===== config.mk =====
export PLATFORM = sky130hd
export DESIGN_NAME = sort_ctrl
export DESIGN_NICKNAME = d
export VERILOG_FILES = /design/src/rtl/sort_ctrl_pkg.sv /design/src/rtl/comp.sv /design/src/rtl/sort_ctrl.sv
export SDC_FILE = /design/constraint.sdc
export NUM_CORES = 1
export LEC_CHECK = 0
export ABC_AREA = 1
export ABC_CLOCK_PERIOD_IN_PS = 6350
export BUFFER_PORTS_ARGS = -buffer_cell sky130_fd_sc_hd__buf_2
export CAP_MARGIN = 40
export CORE_MARGIN = 2
export CORE_UTILIZATION = 65
export CTS_BUF_LIST = sky130_fd_sc_hd__clkbuf_4
export CTS_CLUSTER_SIZE = 40
export DETAILED_ROUTE_END_ITERATION = 8
export PLACE_DENSITY_LB_ADDON = 0.12
export SYNTH_ARGS = -nofsm -noshare
export SYNTH_HDL_FRONTEND = slang
export SYNTH_SLANG_ARGS = --single-unit

===== constraint.sdc =====
create_clock -name clk -period 6.35 [get_ports clk]
set_input_delay 0.635 -clock clk [delete_from_list [all_inputs] [get_ports clk]]
set_output_delay 0.635 -clock clk [all_outputs]
set_load 0.02 [all_outputs]

===== src/rtl/sort_ctrl_pkg.sv =====
// Shared types and helpers for the sort_ctrl block: FSM state encoding and
// pointer-width calculation.
package sort_ctrl_pkg;

  typedef enum logic [1:0] {
    StLoad  = 2'd0,
    StSort  = 2'd1,
    StDrain = 2'd2
  } state_e;

  // Width of a pointer that indexes DEPTH entries; never narrower than 1 bit.
  function automatic int unsigned ptr_width(input int unsigned depth);
    return (depth > 1) ? $clog2(depth) : 1;
  endfunction

endpackage


===== src/rtl/comp.sv =====
// Unsigned WIDTH-bit magnitude comparator, shared by the sort sequencer.
module comp #(
  parameter int unsigned WIDTH = 4
) (
  input  logic [WIDTH-1:0] a,
  input  logic [WIDTH-1:0] b,
  output logic             a_gt_b,
  output logic             a_ls_b,
  output logic             a_eq_b
);

  assign a_gt_b = (a > b);
  assign a_ls_b = (a < b);
  assign a_eq_b = (a == b);

endmodule


===== src/rtl/sort_ctrl.sv =====
// Block sorter: loads DEPTH values, bubble-sorts them ascending with one shared
// comparator (one compare per cycle), then streams them out in order.
module sort_ctrl
  import sort_ctrl_pkg::*;
#(
  parameter int unsigned WIDTH = 4,
  parameter int unsigned DEPTH = 8
) (
  input  logic             clk,
  input  logic             rst_n,
  input  logic             in_valid,
  output logic             in_ready,
  input  logic [WIDTH-1:0] in_data,
  output logic             out_valid,
  input  logic             out_ready,
  output logic [WIDTH-1:0] out_data,
  output logic             out_last,
  output logic             busy
);

  localparam int unsigned PW = ptr_width(DEPTH);
  localparam logic [PW-1:0] LastIdx = PW'(DEPTH - 1);
  // Last compare index in a pass, and also the final permitted pass number.
  localparam logic [PW-1:0] CmpEnd  = PW'(DEPTH - 2);

  state_e          state_q, state_d;
  logic [PW-1:0]   wr_ptr_q, wr_ptr_d;
  logic [PW-1:0]   rd_ptr_q, rd_ptr_d;
  logic [PW-1:0]   idx_q, idx_d;
  logic [PW-1:0]   pass_q, pass_d;
  logic            swap_flag_q, swap_flag_d;

  logic [WIDTH-1:0] mem [DEPTH];

  logic [PW-1:0]    idx_nxt;
  logic [WIDTH-1:0] cmp_a, cmp_b;
  logic             a_gt_b, a_ls_b, a_eq_b;
  logic             do_swap;
  logic             mem_we, swap_en;
  logic             in_xfer, out_xfer;

  assign idx_nxt = idx_q + PW'(1);
  assign cmp_a   = mem[idx_q];
  assign cmp_b   = mem[idx_nxt];

  comp #(
    .WIDTH (WIDTH)
  ) u_comp (
    .a      (cmp_a),
    .b      (cmp_b),
    .a_gt_b (a_gt_b),
    .a_ls_b (a_ls_b),
    .a_eq_b (a_eq_b)
  );

  // Ties and ascending pairs both hold their place, keeping the sort stable.
  assign do_swap = a_gt_b & ~(a_ls_b | a_eq_b);

  assign in_ready  = (state_q == StLoad);
  assign out_valid = (state_q == StDrain);
  assign busy      = (state_q != StLoad);
  assign out_data  = out_valid ? mem[rd_ptr_q] : '0;
  assign out_last  = out_valid && (rd_ptr_q == LastIdx);

  assign in_xfer  = in_valid & in_ready;
  assign out_xfer = out_valid & out_ready;

  always_comb begin
    state_d     = state_q;
    wr_ptr_d    = wr_ptr_q;
    rd_ptr_d    = rd_ptr_q;
    idx_d       = idx_q;
    pass_d      = pass_q;
    swap_flag_d = swap_flag_q;
    mem_we      = 1'b0;
    swap_en     = 1'b0;

    unique case (state_q)
      StLoad: begin
        if (in_xfer) begin
          mem_we   = 1'b1;
          wr_ptr_d = wr_ptr_q + PW'(1);
          if (wr_ptr_q == LastIdx) begin
            wr_ptr_d = '0;
            state_d  = StSort;
          end
        end
      end

      StSort: begin
        swap_en = do_swap;
        if (idx_q == CmpEnd) begin
          idx_d       = '0;
          swap_flag_d = 1'b0;
          if (!(swap_flag_q | do_swap) || (pass_q == CmpEnd)) begin
            pass_d  = '0;
            state_d = StDrain;
          end else begin
            pass_d = pass_q + PW'(1);
          end
        end else begin
          idx_d       = idx_nxt;
          swap_flag_d = swap_flag_q | do_swap;
        end
      end

      StDrain: begin
        if (out_xfer) begin
          rd_ptr_d = rd_ptr_q + PW'(1);
          if (rd_ptr_q == LastIdx) begin
            rd_ptr_d = '0;
            state_d  = StLoad;
          end
        end
      end

      default: state_d = StLoad;
    endcase
  end

  always_ff @(posedge clk or negedge rst_n) begin
    if (!rst_n) begin
      state_q     <= StLoad;
      wr_ptr_q    <= '0;
      rd_ptr_q    <= '0;
      idx_q       <= '0;
      pass_q      <= '0;
      swap_flag_q <= 1'b0;
    end else begin
      state_q     <= state_d;
      wr_ptr_q    <= wr_ptr_d;
      rd_ptr_q    <= rd_ptr_d;
      idx_q       <= idx_d;
      pass_q      <= pass_d;
      swap_flag_q <= swap_flag_d;
    end
  end

  // Storage is deliberately unreset; a swap rewrites both compared entries.
  always_ff @(posedge clk) begin
    if (mem_we) begin
      mem[wr_ptr_q] <= in_data;
    end else if (swap_en) begin
      mem[idx_q]   <= cmp_b;
      mem[idx_nxt] <= cmp_a;
    end
  end

endmodule


# Word level (Yosys, flattened, before mapping)
# Memory sizes are Yosys's and may differ from the RTL's.
# Cells that the tools add are included.
# Widths: inputs -> output; s select.
dict set report totals {
  regBits 15
  latchBits 0
  mem_bits_rw 32
  mem_bits_ro 0
  out_inout_bits 8
  wordCells 66
  mem_count 1
}
# name words width read_ports rd_clocked_by_memory_dff write_ports line_no
set memory_table {}
lappend memory_table {mem 8 4 3 0 2 sort_ctrl.sv:33} ;# logic [WIDTH-1:0] mem [DEPTH];
dict set report classes {
  n_addsub 4
  multipliers 0
  div 0
  magnitude_cmp 2
  n_eq_ne 13
  shift 0
  n_mux 24
  bitwise 6
  reduce_logical 10
}
# cell count
set ops {}
lappend ops {{$mux 3} 5}
lappend ops {{$add 3x1->3 const B} 4}
lappend ops {{$eq 3x3->1 const B} 4}
lappend ops {{$mux 2} 6}
lappend ops {{$mux 1} 10}
lappend ops {{$mux 4} 2}
lappend ops {{$ne 2x1->1 const B} 4}
lappend ops {{$pmux 2 s3} 1}
lappend ops {{$reduce_and 2->1} 3}
lappend ops {{$reduce_and 6->1} 1}
lappend ops {{$eq 4x4->1} 1}
lappend ops {{$gt 4x4->1} 1}
lappend ops {{$lt 4x4->1} 1}
lappend ops {{$ne 2x2->1 const B} 2}
lappend ops {{$reduce_or 4->1} 1}
lappend ops {{$and 1x1->1} 3}
lappend ops {{$eq 2x1->1 const B} 1}
lappend ops {{$eq 2x2->1 const B} 1}
lappend ops {{$logic_not 2->1} 1}
lappend ops {{$or 1x1->1} 2}
lappend ops {{$reduce_bool 2->1} 1}
lappend ops {{$logic_and 1x1->1} 1}
lappend ops {{$logic_not 1->1} 1}
lappend ops {{$logic_or 1x1->1} 1}
lappend ops {{$not 1->1} 1}

# Logic depth before layout (Yosys ltp)
# Gate-level depths: netlist of the first run.
# An unclocked memory read counts as a cell.
dict set report depth {
  word_depth 12
  mapped_depth 23
}

# Modules after synthesis
# Synthesis of the first run repeated with hierarchy kept, for this count alone.
dict set report hier_totals {
  hier_cells 520
  area_unflattened_um2 3716.1
}
# mod instances cells_each area_each_um2 seq_area_each_um2
set modules_own_cells {}
lappend modules_own_cells {sort_ctrl 1 500 3601.0 1336.3}
lappend modules_own_cells {comp 1 20 115.1 0.0}

# Worst setup path before layout of the first run
# OpenSTA, ideal clock, no wires.
dict set report synth_path {
  kind {register -> register}
  start {reg idx_q[0]}
  end {mem mem[0][0] (enable)}
  setup_ns 0.308
  arrival_ns 2.706
  required_ns 6.042
  path_slack_ns 3.336
  stages_incl_launch_ff 22
  n_path_buf 3
  period_less_slack_ns 3.014
  path_cell_list {dfrtp_1 buf_6 inv_4 buf_4 ha_1 inv_1 nor2_2 nand2_1 nand2_1 nor2_2 ha_1 nand2_1 inv_1 nand2_1 nand2_4 nand3_2 buf_6 nand2_1 nand2_1 nor2_2 nand2_1 nand2_1}
}
# item line_no
set synth_lines {}
lappend synth_lines {{start, declared} sort_ctrl.sv:29} ;# logic [PW-1:0] idx_q, idx_d;
lappend synth_lines {{start signal, assigned} sort_ctrl.sv:133} ;# idx_q <= idx_d;
lappend synth_lines {{end, declared} sort_ctrl.sv:33}

==> flow_summary.yaml, run 1 <==
cts:
  cts_made_buffers: 5
  clock_path_buffers: 2
  clockRootBuffer: "clkbuf_4"
  cts_sinks: 47
  post_cts_buffers: 0
  htreeDepth: 2
  path_clk_slew_ps: 140
  cts_tree: "built"
  cts.repair.resized: 0
  cts.hold.buffers_added: 0
  clock_latency_ps: 380
sta:
  hold_viol: 0
  finalSetupViolations: 0
  period_minus_slack_ps: 3740
  slew_violations: 0
  fmax_ghz: 0.268
  setup_tns_ps: 0
  fin_skew_ps: 18.2
  rsz0062_at_grt: "no"
  post-route-period-util_pct: 58.9
  relSlewSlack_pct: 62.9
  tightestPinTransition_ps: 557
floorplan:
  coreArea_sq_um: 5410
  rows: 27
  die_h_microns: 78.2
  boundaryPins: 16
  start_util_pct: 66.2
  dieArea_sq_um: 6120
  fp.dieW_microns: 78.2
worst_setup_path:
  worstSetupPathType: "reg2reg"
  critPathMaxFanout: 53
  worstPathRequired_ps: 6430
  worst_ep_arrival_time_ps: 3820
  end_kind: "register"
  start_kind: "register"
synthesis:
  synth_edf_count: 32
  yosys-top-cells-area: "edfxtp_1 27%, nand2_1 20%, dfrtp_1 10%, o21ai_0 9.5%, nand3_1 5.0%"
  synthDistinctLibCells: 30
  yosys_warnings: 0
  synth_nets: 536
  synth_top_area_cell: "edfxtp_1"
  synth_top_area_share_pct: 26.8
  ys.flop_type: "edfxtp_1"
  ys_ff_latch: 47
  yosysSeqAreaShare_pct: 37.3
  avgSynthCellArea_sq_um: 6.94
  ys_async_sr_fraction_pct: 31.9
  netlist_area_sq_um: 3580
  syn_inst: 516
layout:
  nets: 543
  areaGrowthSynthToFinish_pct: 4.02
  antenna_cells: 0
  drive_gt1_share_pct: 11.5
  fillCellCount: 505
routing:
  drcViolationCount: 0
  drt-total-wl_microns: 9200
  first_pass_iters: 5
  vias: 3460
  vias_per_cell: 5.81
  route.layer.met1.wl_microns: 3840
  top_layer_used: "met4"
  antenna_left: 0
  wl_per_cell_microns: 15.4
  route.met3.wl_microns: 944
  wl_met2_microns: 4200
  first_iter_violations: 316
grt:
  grt.overflow.total: 0
  grt_usage_pct: 32.0
  grt_pass1_wl_microns: 15100
  grt_max_degree: 54
  grt_pass1_vias: 3077
  grt_antenna_before_repair: 0
flow_run:
  max-cap-violations: 0
placed_design:
  dp_hpwl_microns: 7100
  portBuffers: 15
  gp_congestion: 0.981
worst_hold_path:
  hold_path_class: "in2async"
outcome:
  outcome: "completed"
-- cells in the final DEF, fill, tap and decap left out --
cell	n
nor2_2	11
inv_1	44
o21ai_4	1
nand2_1	189
nor2_1	28
o21ai_1	4
nor2_4	2
inv_4	1
inv_2	3
a21oi_1	19
buf_2	15
edfxtp_1	32
bufinv_16	1
nand3_2	2
ha_1	12
buf_4	1
clkinv_2	1
nand4_1	6
dfrtp_1	15
clkinv_4	1
nand3_1	36
clkinv_1	6
o22ai_1	2
inv_6	1
xor2_1	1
or2_0	1
nand2_4	5
o211ai_1	1
o21ai_0	68
nand2_2	10
clkbuf_4	5
-- worst paths after layout --
| check | start | to | slack [ps] | cells after the start |
|---|---|---|---|---|
| min | rst_n | state_q[1]$_DFFE_PN0P_ | 140 | 1 |
| max in group asynchronous | rst_n | swap_flag_q$_DFFE_PN0P_ | 5960 | 1 |
| min in group clk | swap_flag_q$_DFFE_PN0P_ | swap_flag_q$_DFFE_PN0P_ | 540 | 2 |
| min reg2reg | swap_flag_q$_DFFE_PN0P_ | swap_flag_q$_DFFE_PN0P_ | 540 | 2 |
| max reg2reg | idx_q[0]$_DFFE_PN0P_ | mem[3][3]$_DFFE_PP_ | 2610 | 19 |
| max | idx_q[0]$_DFFE_PN0P_ | mem[3][3]$_DFFE_PP_ | 2610 | 19 |
-- per-stage QoR --
step | util, % | instances | cell area, sq um | setup slack, ps | hold slack, ps
after floorplan | - | 516 | 3580 | 3340 | 339
after global placement | 67.4 | 588 | 3640 | 2810 | 510
after detailed placement | 67.4 | 588 | 3640 | 2680 | 520
after CTS | 68.9 | 596 | 3720 | 2650 | 141
after global routing | 68.9 | 596 | 3720 | 2300 | 162
final | 68.9 | 596 | 3720 | 2610 | 136
-- registers in the layout, summed over array words and instances, names as in the netlist --
name         count
idx_q            3
mem             32
pass_q           3
rd_ptr_q         3
state_q          2
swap_flag_q      1
wr_ptr_q         3
-- cells in the mapped netlist, types with 2 or more instances --
| cell | count |
|---|---|
| a21oi_1 | 19 |
| buf_2 | 6 |
| buf_6 | 5 |
| clkbuf_1 | 3 |
| clkinv_1 | 6 |
| dfrtp_1 | 15 |
| edfxtp_1 | 32 |
| ha_1 | 12 |
| inv_1 | 44 |
| inv_2 | 3 |
| nand2_1 | 189 |
| nand2_2 | 10 |
| nand2_4 | 5 |
| nand3_1 | 36 |
| nand3_2 | 2 |
| nand4_1 | 6 |
| nor2_1 | 28 |
| nor2_2 | 11 |
| nor2_4 | 2 |
| o21ai_0 | 68 |
| o21ai_1 | 4 |
| o22ai_1 | 2 |
-- critical path: stages, from the launching register on --
cell     delay (ps)
dfrtp_1         350
buf_4           380
inv_4           170
ha_1            400
inv_1            90
nor2_2          280
nand2_1          90
nand2_1          90
nor2_2           60
ha_1            290
nand2_1          60
inv_1            80
nand2_1          90
nand2_4         110
nand3_2         220
nand2_1         150
nand2_1          70
nor2_1          190
nand2_1          90
nand2_1         160
-- metal layers --
layer | vias up | GRT usage (%)
met5 | - | 0
met4 | 0 | 11.1
met3 | 26 | 4.25
met2 | 188 | 51.6
met1 | 1554 | 44.8
li1 | 1692 | -
-- area by class of cell --
| cell class | count | area (sq um) | share of cell area, % |
|---|---|---|---|
| clock buffer | 5 | 37.5 | 1.01 |
| sequential | 47 | 1340 | 35.9 |
| multi-input combinational | 398 | 1920 | 51.5 |
| tap | 72 | 90.1 | 2.42 |
| clock inverter | 3 | 43.8 | 1.18 |
| inverter | 55 | 214 | 5.75 |
| timing repair buffer | 16 | 82.6 | 2.22 |
-- cell families after synthesis --
family	synth area share, %
adder cells (fa/ha/maj)	4.19
buffers and inverters	9.05
AO/OA/AOI/OAI	13.7
XOR/XNOR	0.245
flip-flops	37.3
AND/OR/NAND/NOR	35.4
Power of run 1 is left out: the tool's default activity adds up to more than one toggle a clock period on the data nets, which glitch-free logic cannot reach.
==> run 2, diff against run 1 <==
--- a/config.mk
+++ b/config.mk
@@ -6,11 +6,11 @@
 export NUM_CORES = 1
 export LEC_CHECK = 0
 export ABC_AREA = 1
-export ABC_CLOCK_PERIOD_IN_PS = 6350
+export ABC_CLOCK_PERIOD_IN_PS = 3150
 export BUFFER_PORTS_ARGS = -buffer_cell sky130_fd_sc_hd__buf_2
 export CAP_MARGIN = 40
 export CORE_MARGIN = 2
-export CORE_UTILIZATION = 65
+export CORE_UTILIZATION = 58
 export CTS_BUF_LIST = sky130_fd_sc_hd__clkbuf_4
 export CTS_CLUSTER_SIZE = 40
 export DETAILED_ROUTE_END_ITERATION = 8
==> constraint.sdc (replaced) <==
create_clock -name clk -period 3.15 [get_ports clk]
set_input_delay 0.315 -clock clk [delete_from_list [all_inputs] [get_ports clk]]
set_output_delay 0.315 -clock clk [all_outputs]
set_load 0.02 [all_outputs]
==> run 2 against run 1 <==
Net effect: clock skew increased by 1.2 ps; cell area increased by 6.1%; global-route usage decreased by 0.83 points; register-to-register slack got worse by 2500 ps; first-iteration DRC count increased by 0.63%; routed wire length increased by 8.5%; core utilization decreased by 2.5 points; sequential cell count unchanged; fmax increased by 24%; die area increased by 11%.
==> flow_summary.yaml, run 2 (synthesized netlist as in run 1, its figures left out) <==
sta:
  slew_violations: 0
  hold_viol: 0
  fmax_ghz: 0.332
  post-route-period-util_pct: 95.6
  finalSetupViolations: 0
  period_minus_slack_ps: 3010
  relSlewSlack_pct: 65.5
  fin_ws_ps: 138
  fin_skew_ps: 19.3
  timing.hold.ws_ps: 324
  tightestPinTransition_ps: 518
  rsz0062_at_grt: "yes"
grt:
  grt_pass1_wl_microns: 15700
  grt_usage_pct: 31.2
  grt_pass1_vias: 3127
  grt.overflow.total: 0
  grt_max_degree: 49
  grt_antenna_before_repair: 0
cts:
  cts_made_buffers: 5
  cts_tree: "built"
  clock_path_buffers: 2
  path_clk_slew_ps: 140
  htreeDepth: 2
  clockRootBuffer: "clkbuf_4"
  cts_sinks: 47
  clock_latency_ps: 380
worst_setup_path:
  worst_ep_arrival_time_ps: 3140
  worstSetupPathType: "reg2reg"
  critical_path.cell_chain: "inv_4 > ha_4 > inv_1 > nor2_4 > nand2_1 > nand2_1 > nor2_2 > ha_1 > nand2_1 > inv_1 > nand2_1 > nand2_4 > nand3_4 > buf_4 > inv_2 > nand2_4 > nand3_1 > nand2_1"
  worstPathRequired_ps: 3270
  critical-path-top-delay-family: "simple AND/OR/NAND/NOR gates"
  crit_buf_inv: 5
  slowest_stage: "dfrtp_2"
  cp-startpoint: "idx_q[0]$_DFFE_PN0P_"
  end_kind: "register"
  start_kind: "register"
  worstReg2RegStart: "idx_q[0]$_DFFE_PN0P_"
  cpMostUsedCell: "nand2_1"
  slowest_delay_ps: 440
  critPathMaxFanout: 9
layout:
  ff_latch_area_sq_um: 1340
  stdcell_count: 620
  largest-register: "mem"
  final_common_cell: "nand2_1"
  largest_reg_flops: 32
  drive_gt1_share_pct: 17.2
  fin_util_pct: 66.3
  fillCellCount: 534
  nets: 564
  mostFrequentLayoutCells: "178 x nand2_1, 68 x o21ai_0, 44 x inv_1"
  multiInputGateArea_sq_um: 2010
  areaGrowthSynthToFinish_pct: 10.4
  antenna_cells: 0
floorplan:
  rows: 28
  fp.dieW_microns: 82.6
  dieArea_sq_um: 6820
  boundaryPins: 16
  start_util_pct: 60.1
  coreArea_sq_um: 5960
  die_h_microns: 82.6
routing:
  drt-total-wl_microns: 9970
  wl_per_cell_microns: 16.1
  antenna_left: 0
  first_pass_iters: 6
  drcViolationCount: 0
  vias: 3560
  first_iter_violations: 318
  vias_per_cell: 5.74
worst_hold_path:
  hold_path_class: "in2reg"
  hp-start: "out_ready"
outcome:
  outcome: "completed"
placed_design:
  dp_hpwl_microns: 7440
  portBuffers: 15
  gp_congestion: 0.993
  dpl_worst_slack_ps: -90.5
  placed_cells: 605
flow_run:
  max-cap-violations: 0
## run 2: changes by cell type in the layout (fill, tap and decap cells not counted), moves of 2 or more
cell,delta
nor2_4,+7
nor2_2,-7
buf_4,+19
nand2_1,-11
dfrtp_2,+2
dfrtp_1,-2
nand2_2,+11
## run 2: metrics by stage
step | cell area (sq um) | TNS [ps]
6_report | 3950 | 0
5_1_grt | 3950 | -470
4_1_cts | 3840 | 0
3_5_place_dp | 3750 | -1620
3_3_place_gp | 3750 | 0
2_1_floorplan | 3580 | 0
## run 2: area by class of cell
class	count	area share, %
multi-input combinational	398	50.8
inverter	55	5.41
sequential	47	33.9
tap	75	2.37
clock buffer	5	0.950
timing repair buffer	37	6.24
clock inverter	3	0.380
## run 2: path summary, 6_finish.rpt
path / end / slack (ps) / depth (start not counted)
setup / recovery: mem[2][0]$_DFFE_PP_ / 140 / 18
hold / removal: rd_ptr_q[1]$_DFFE_PN0P_ / 320 / 5
setup reg to reg: mem[2][0]$_DFFE_PP_ / 140 / 18
hold reg to reg: swap_flag_q$_DFFE_PN0P_ / 540 / 2
max in group asynchronous: idx_q[1]$_DFFE_PN0P_ / 2490 / 2
min in group asynchronous: state_q[0]$_DFFE_PN0P_ / 380 / 2
## run 2: worst min-delay path: cells and delay by family
kind,cells,cell delay (ps)
buf+inv,2,140
simple gates,2,150
compound gates,1,60
## run 2: timing repair
item	CTS	global route
buffers inserted	1	5
setup endpoints to repair	63	64
gates cloned	0	0
hold buffers	1	0
gates resized for setup	3	23
endpoints found under the hold margin	15	0
pin swaps	1	5
## run 2: layer usage
layer | track usage [%] | part of all wire [%] | vias up
met4 | 7.05 | 2.5 | 0
met3 | 4.57 | 8.5 | 27
met5 | 0 | 0 | -
li1 | - | - | 1735
met2 | 51.0 | 46 | 192
met1 | 44.0 | 43 | 1606
Power of run 2 is left out for the same reason.
